===== src/rtl/chacha20_keystream_xor.sv =====
// chacha20_keystream_xor
// Captures one 64-byte ChaCha20 keystream block from the upstream buffer and
// XORs it byte-by-byte with a valid/ready plaintext stream. Keeps the 32-bit
// block counter that feeds state word 12 of the block-function core.
//
// Optional feature macro: KS_XOR_MSG_LEN_EN
//   Defined   -> adds output msg_len[63:0], the running ciphertext byte count
//                of the current message (for the Poly1305 length block).
//   Undefined -> no msg_len port and no counter.
module chacha20_keystream_xor #(
    parameter int DATA_SIZE = 8,
    parameter int NO_REG    = 64,
    parameter int CNT_W     = 32
) (
    input  logic                 clk,
    input  logic                 rst,
    input  logic                 ks_full,
    input  logic [DATA_SIZE-1:0] ks_bytes [NO_REG],
    output logic                 ks_consume,
    input  logic                 pt_valid,
    input  logic [DATA_SIZE-1:0] pt_data,
    input  logic                 pt_last,
    output logic                 pt_ready,
    output logic                 ct_valid,
    output logic [DATA_SIZE-1:0] ct_data,
    output logic                 ct_last,
    input  logic                 ct_ready,
    input  logic                 ctr_load,
    input  logic [CNT_W-1:0]     ctr_init,
    output logic [CNT_W-1:0]     block_ctr
`ifdef KS_XOR_MSG_LEN_EN
    ,
    output logic [63:0]          msg_len
`endif
);

    localparam int IDX_W = (NO_REG > 1) ? $clog2(NO_REG) : 1;
    localparam logic [IDX_W-1:0] IDX_LAST = IDX_W'(NO_REG - 1);

    typedef enum logic [0:0] {
        ST_WAIT   = 1'b0,
        ST_ACTIVE = 1'b1
    } state_e;

    state_e               state_q, state_d;
    logic [IDX_W-1:0]     idx_q, idx_d;
    logic [DATA_SIZE-1:0] ks_buf_q [NO_REG];
    logic [DATA_SIZE-1:0] ks_buf_d [NO_REG];
    logic                 ct_valid_q, ct_valid_d;
    logic [DATA_SIZE-1:0] ct_data_q, ct_data_d;
    logic                 ct_last_q, ct_last_d;
    logic [CNT_W-1:0]     block_ctr_q, block_ctr_d;

    logic                 capture_s;
    logic                 pt_ready_s;
    logic                 xfer_s;
    logic                 eob_s;

    // Handshake qualifiers; reset masks everything so nothing leaks out while rst is high.
    always_comb begin
        capture_s  = (state_q == ST_WAIT) && ks_full && !rst;
        pt_ready_s = (state_q == ST_ACTIVE) && (!ct_valid_q || ct_ready) && !rst;
        xfer_s     = pt_valid && pt_ready_s;
        eob_s      = xfer_s && ((idx_q == IDX_LAST) || pt_last);
    end

    // Next-state logic: capture a block in WAIT, return to WAIT at end of block or message.
    always_comb begin
        state_d = state_q;
        case (state_q)
            ST_WAIT: begin
                if (capture_s) begin
                    state_d = ST_ACTIVE;
                end else begin
                    state_d = ST_WAIT;
                end
            end
            ST_ACTIVE: begin
                if (eob_s) begin
                    state_d = ST_WAIT;
                end else begin
                    state_d = ST_ACTIVE;
                end
            end
            default: begin
                state_d = ST_WAIT;
            end
        endcase
    end

    // Keystream buffer and byte index: loaded only on capture, so an active block is never overwritten.
    always_comb begin
        ks_buf_d = ks_buf_q;
        idx_d    = idx_q;
        if (capture_s) begin
            ks_buf_d = ks_bytes;
            idx_d    = '0;
        end else if (xfer_s) begin
            if (eob_s) begin
                idx_d = '0;
            end else begin
                idx_d = idx_q + IDX_W'(1);
            end
        end else begin
            idx_d = idx_q;
        end
    end

    // Ciphertext output register: load on transfer, hold under backpressure, drop valid once taken.
    always_comb begin
        ct_valid_d = ct_valid_q;
        ct_data_d  = ct_data_q;
        ct_last_d  = ct_last_q;
        if (xfer_s) begin
            ct_valid_d = 1'b1;
            ct_data_d  = pt_data ^ ks_buf_q[idx_q];
            ct_last_d  = pt_last;
        end else if (ct_valid_q && ct_ready) begin
            ct_valid_d = 1'b0;
        end else begin
            ct_valid_d = ct_valid_q;
        end
    end

    // Block counter: an explicit load wins over the end-of-block increment (which wraps naturally).
    always_comb begin
        block_ctr_d = block_ctr_q;
        if (ctr_load) begin
            block_ctr_d = ctr_init;
        end else if (eob_s) begin
            block_ctr_d = block_ctr_q + CNT_W'(1);
        end else begin
            block_ctr_d = block_ctr_q;
        end
    end

    // State, buffer and output registers with synchronous reset.
    always_ff @(posedge clk) begin
        if (rst) begin
            state_q     <= ST_WAIT;
            idx_q       <= '0;
            ct_valid_q  <= 1'b0;
            ct_data_q   <= '0;
            ct_last_q   <= 1'b0;
            block_ctr_q <= '0;
            for (int i = 0; i < NO_REG; i++) begin
                ks_buf_q[i] <= '0;
            end
        end else begin
            state_q     <= state_d;
            idx_q       <= idx_d;
            ct_valid_q  <= ct_valid_d;
            ct_data_q   <= ct_data_d;
            ct_last_q   <= ct_last_d;
            block_ctr_q <= block_ctr_d;
            ks_buf_q    <= ks_buf_d;
        end
    end

`ifdef KS_XOR_MSG_LEN_EN
    logic [63:0] msg_len_q, msg_len_d;

    // Message length: restart once the final ciphertext byte is taken, count every transfer.
    always_comb begin
        msg_len_d = msg_len_q;
        if (ct_valid_q && ct_ready && ct_last_q) begin
            msg_len_d = 64'd0;
        end else begin
            msg_len_d = msg_len_q;
        end
        if (xfer_s) begin
            msg_len_d = msg_len_d + 64'd1;
        end else begin
            msg_len_d = msg_len_d;
        end
    end

    // Message length register.
    always_ff @(posedge clk) begin
        if (rst) begin
            msg_len_q <= 64'd0;
        end else begin
            msg_len_q <= msg_len_d;
        end
    end

    assign msg_len = msg_len_q;
`endif

    assign ks_consume = capture_s;
    assign pt_ready   = pt_ready_s;
    assign ct_valid   = ct_valid_q;
    assign ct_data    = ct_data_q;
    assign ct_last    = ct_last_q;
    assign block_ctr  = block_ctr_q;

endmodule


===== config.mk =====
export PLATFORM = sky130hd
export DESIGN_NAME = chacha20_keystream_xor
export DESIGN_NICKNAME = d
export VERILOG_FILES = /design/src/rtl/chacha20_keystream_xor.sv
export SDC_FILE = /design/constraint.sdc
export NUM_CORES = 1
export LEC_CHECK = 0
export BUFFER_PORTS_ARGS = -buffer_cell sky130_fd_sc_hd__buf_2
export CORE_AREA = 2 2 234 236
export CTS_CLUSTER_DIAMETER = 150
export CTS_CLUSTER_SIZE = 28
export DETAILED_ROUTE_END_ITERATION = 7
export DIE_AREA = 0 0 236 238
export GPL_ROUTABILITY_DRIVEN = 0
export PLACE_DENSITY = 0.68
export SETUP_SLACK_MARGIN = 0.05
export SLEW_MARGIN = 10
export SYNTH_ARGS = -nofsm -noshare
export SYNTH_HDL_FRONTEND = slang
export SYNTH_SLANG_ARGS = --single-unit
export TNS_END_PERCENT = 10

===== constraint.sdc =====
create_clock -name clk -period 2 [get_ports clk]
set_input_delay 0.1 -clock clk [delete_from_list [all_inputs] [get_ports clk]]
set_output_delay 0.1 -clock clk [all_outputs]
set_load 0.05 [all_outputs]

==> qor.yml <==
outcome: "complete, but fails checks"
violations: "setup timing"
drt_iter0_drc: 2022
holdPathStages: 4
fin_skew_ns: 0.03982
max_slew_margin_pct: 30.56
antenna_found_initial: 15
firstDrtPassIters: 5
via_per_inst: 5.875
synth_top_cell_area_share_pct: 50.53
drc: 0
fin_crit_ns: 2.397
yosysSeqAreaShare_pct: 50.53
worst_slack_ns: -0.3970
worst_ep_required_time_ns: 2.49
synth_common_cells: "dfxtp_1 (561), a22o_1 (516), clkbuf_1 (106)"
critPathArrivalTime_ns: 2.89
fillers: 3851
rsz0062_at_grt: "true"
r2r_start: "idx_q[0]"
ant_nets: 0
dpl_cell_area_um2: 26880
crit_path_start_kind: "flip-flop"
period_share_pct: 119.9
whs_ns: 0.2050
max_stage_delay_ns: 0.49
clkTransAtPathRegs_ns: 0.12
start_util_pct: 41.55
numCtsBuffers: 24
synth.net_count: 2400
synthesis.area_um2: 22230
final_cell_area_um2: 33930
clkLatencyLatePin_ns: 0.59
final_nets: 3594
critPathKind: "flip-flop to flip-flop"
die_area_um2: 56170
syn_inst: 1839
finish.utilization_pct: 63.43
worstHoldStart: "pt_valid"
die_y_um: 238
crit_slowest_cell: "mux4_2"
grt_pass1_wl_um: 137700
synth.ff_latch_count: 561
avgSynthCellArea_um2: 12.09
synth_most_common_cell: "dfxtp_1"
peakVddDrop_mv: 0.6658
io_buffers: 602
fmax_mhz: 417.2
pin_count: 603
endpoint_kind: "flip-flop"
reg2reg_depth: 10
critical-path-top-delay-family: "multiplexers"
async_reset_ff_share_pct: 0
root_buffer: "clkbuf_16"
wl_per_cell_um: 24.88
die_x_um: 236
netlist-cell-type-count: 57
pre_cts_ws_ns: -0.4574
worst_pin_slew_ns: 1.042
power_density_nw_per_um2: 666.3
wl_um: 93430
area_growth_pct: 52.68
p_leak_nw: 14.22
path_max_fanout: 8
htreeDepth: 1
grt_overflow_total: 0
worstPathCellList: "buf_6 > buf_12 > mux4_2 > mux2i_1 > buf_4 > nor2_4 > a2111oi_4 > o2bb2ai_2 > xor2_1 > a21o_1"
dp_hpwl_um: 60280
cts_tree: "yes"
synth_area_leaders: "dfxtp_1 (51%), a22o_1 (20%), mux4_2 (8.2%)"
vias: 22059
grt_max_degree: 87
fp.coreArea_um2: 53500
reg2reg_to: "ct_data[0]"
yosysTopAreaCell: "dfxtp_1"
cp_num_buf_inv: 3
r2r_setup_slack_ns: -0.40
first_global_vias: 22657
yosys_warnings: 0
hold_viol_final: 0
cap_violations: 0
layout-drive-gt1-share_pct: 33.39
setup_viol: 35
clockBufferDepth: 3
track_usage_pct: 31.71
rows: 85
holdPathEnd: "ct_data[6]"
slew_violations: 0
hold_path.class: "primary input to flip-flop"
clock-sinks: 561
synth-edff-count: 0
synthFlopType: "dfxtp_1"
## cell type report
type / instances / area [um^2] / share of cell area, %
Clock inverter: 1 / 30.03 / 0.08849
Tap cell: 696 / 870.8 / 2.566
Antenna cell: 22 / 55.05 / 0.1622
Multi-Input combinational cell: 1088 / 10430 / 30.73
Sequential cell: 561 / 11280 / 33.25
Timing Repair Buffer: 1349 / 10590 / 31.22
Clock buffer: 29 / 640.6 / 1.888
Inverter: 9 / 33.78 / 0.09955
## cell usage in the layout, fill, tap and decap left out, types with 8 or more instances in the layout
cell type / Yosys / final
mux4_2: 81 / 85
diode_2: 0 / 22
a22oi_2: 0 / 10
mux2i_1: 86 / 82
inv_1: 8 / 8
a22o_1: 516 / 516
nand3_1: 18 / 16
clkbuf_16: 0 / 26
nor2_1: 42 / 37
dfxtp_1: 561 / 537
dlygate4sd3_1: 0 / 557
nand2_1: 42 / 39
o21a_1: 13 / 13
buf_6: 10 / 18
mux2_2: 20 / 19
xor2_1: 18 / 17
nor3_1: 15 / 11
and3_1: 12 / 9
nor2b_1: 24 / 21
a22oi_1: 24 / 14
a21oi_1: 28 / 22
xnor2_1: 21 / 20
buf_2: 18 / 600
o21ai_0: 9 / 8
and2_1: 10 / 9
nand4_1: 17 / 17
dfxtp_2: 0 / 15
o22ai_1: 10 / 9
buf_4: 16 / 132
dfxtp_4: 0 / 9
buf_12: 2 / 35
mux4_1: 12 / 8
## worst reg2reg max path, cell delays in order (launching register included)
cell and delay [ns]:
dfxtp_4 0.39, buf_6 0.12, buf_12 0.14, mux4_2 0.50, mux2i_1 0.18, buf_4 0.16
nor2_4 0.05, a2111oi_4 0.33, o2bb2ai_2 0.11, xor2_1 0.15, a21o_1 0.16
## metrics by stage
stage               instances  power, mW  setup TNS, ns
CTS                      3715      22.41         -8.170
global route             3748      23.29         -10.35
floorplan                1839      14.27        -0.6582
detailed placement       3119      15.71         -10.37
finish                   3755      22.61         -5.678
global placement         3119      15.63         -8.775
## timing repair
action | 4_1_cts | 5_1_grt
pin swaps | 13 | 35
hold buffers | 556 | 1
cloned | 1 | 1
buffers inserted | 9 | 17
hold endpoints to repair | 554 | 3
setup endpoints to repair | 42 | 46
gates resized for setup | 46 | 65
## routing by layer
metal | up-vias | wire length, um | GRT usage [%]
met4 | 2 | 6127 | 18.20
met1 | 10646 | 36080 | 39.13
met2 | 1422 | 43800 | 51.96
li1 | 9572 | - | -
met5 | - | 13 | 0
met3 | 417 | 7410 | 6.259
## where the power goes
group	switching (mW)	internal (mW)
combinational	1.84	2.29
clock	3.65	2.31
sequential	0.547	12.0
total	6.04	16.6
## worst max-delay path by stage
stage,startpoint,to,slack (ns),cells after the start
after floorplan,idx_q[0],ct_data[5],-0.11,9
after global placement,idx_q[0],ct_data[4],-0.45,7
after detailed placement,idx_q[0],ct_data[0],-0.46,9
after CTS,idx_q[2],ct_data[2],-0.35,8
after global routing,idx_q[0],ct_data[0],-0.48,10
final,idx_q[0],ct_data[0],-0.40,10
## flip-flops by register name, summed over array words and instances, names as in the netlist
name,cells
ct_data,8
state_q,1
block_ctr,32
ks_buf_q,512
ct_last,1
idx_q,6
ct_valid,1
## cells by family (layout without fill, tap and decap cells)
| group | Yosys count | after routing | synth area share [%] |
|---|---|---|---|
| xor gates and xnor gates | 39 | 39 | 1.537 |
| and+or+nand+nor | 201 | 201 | 4.656 |
| other | 0 | 22 | 0 |
| adders and majority gates | 2 | 2 | 0.1126 |
| muxes | 199 | 199 | 14.51 |
| DFF | 561 | 561 | 50.53 |
| buffers and inverters | 190 | 1388 | 4.166 |
| AOI/OAI and AO/OA | 647 | 647 | 24.48 |
Power figures use the tool's default switching activity.
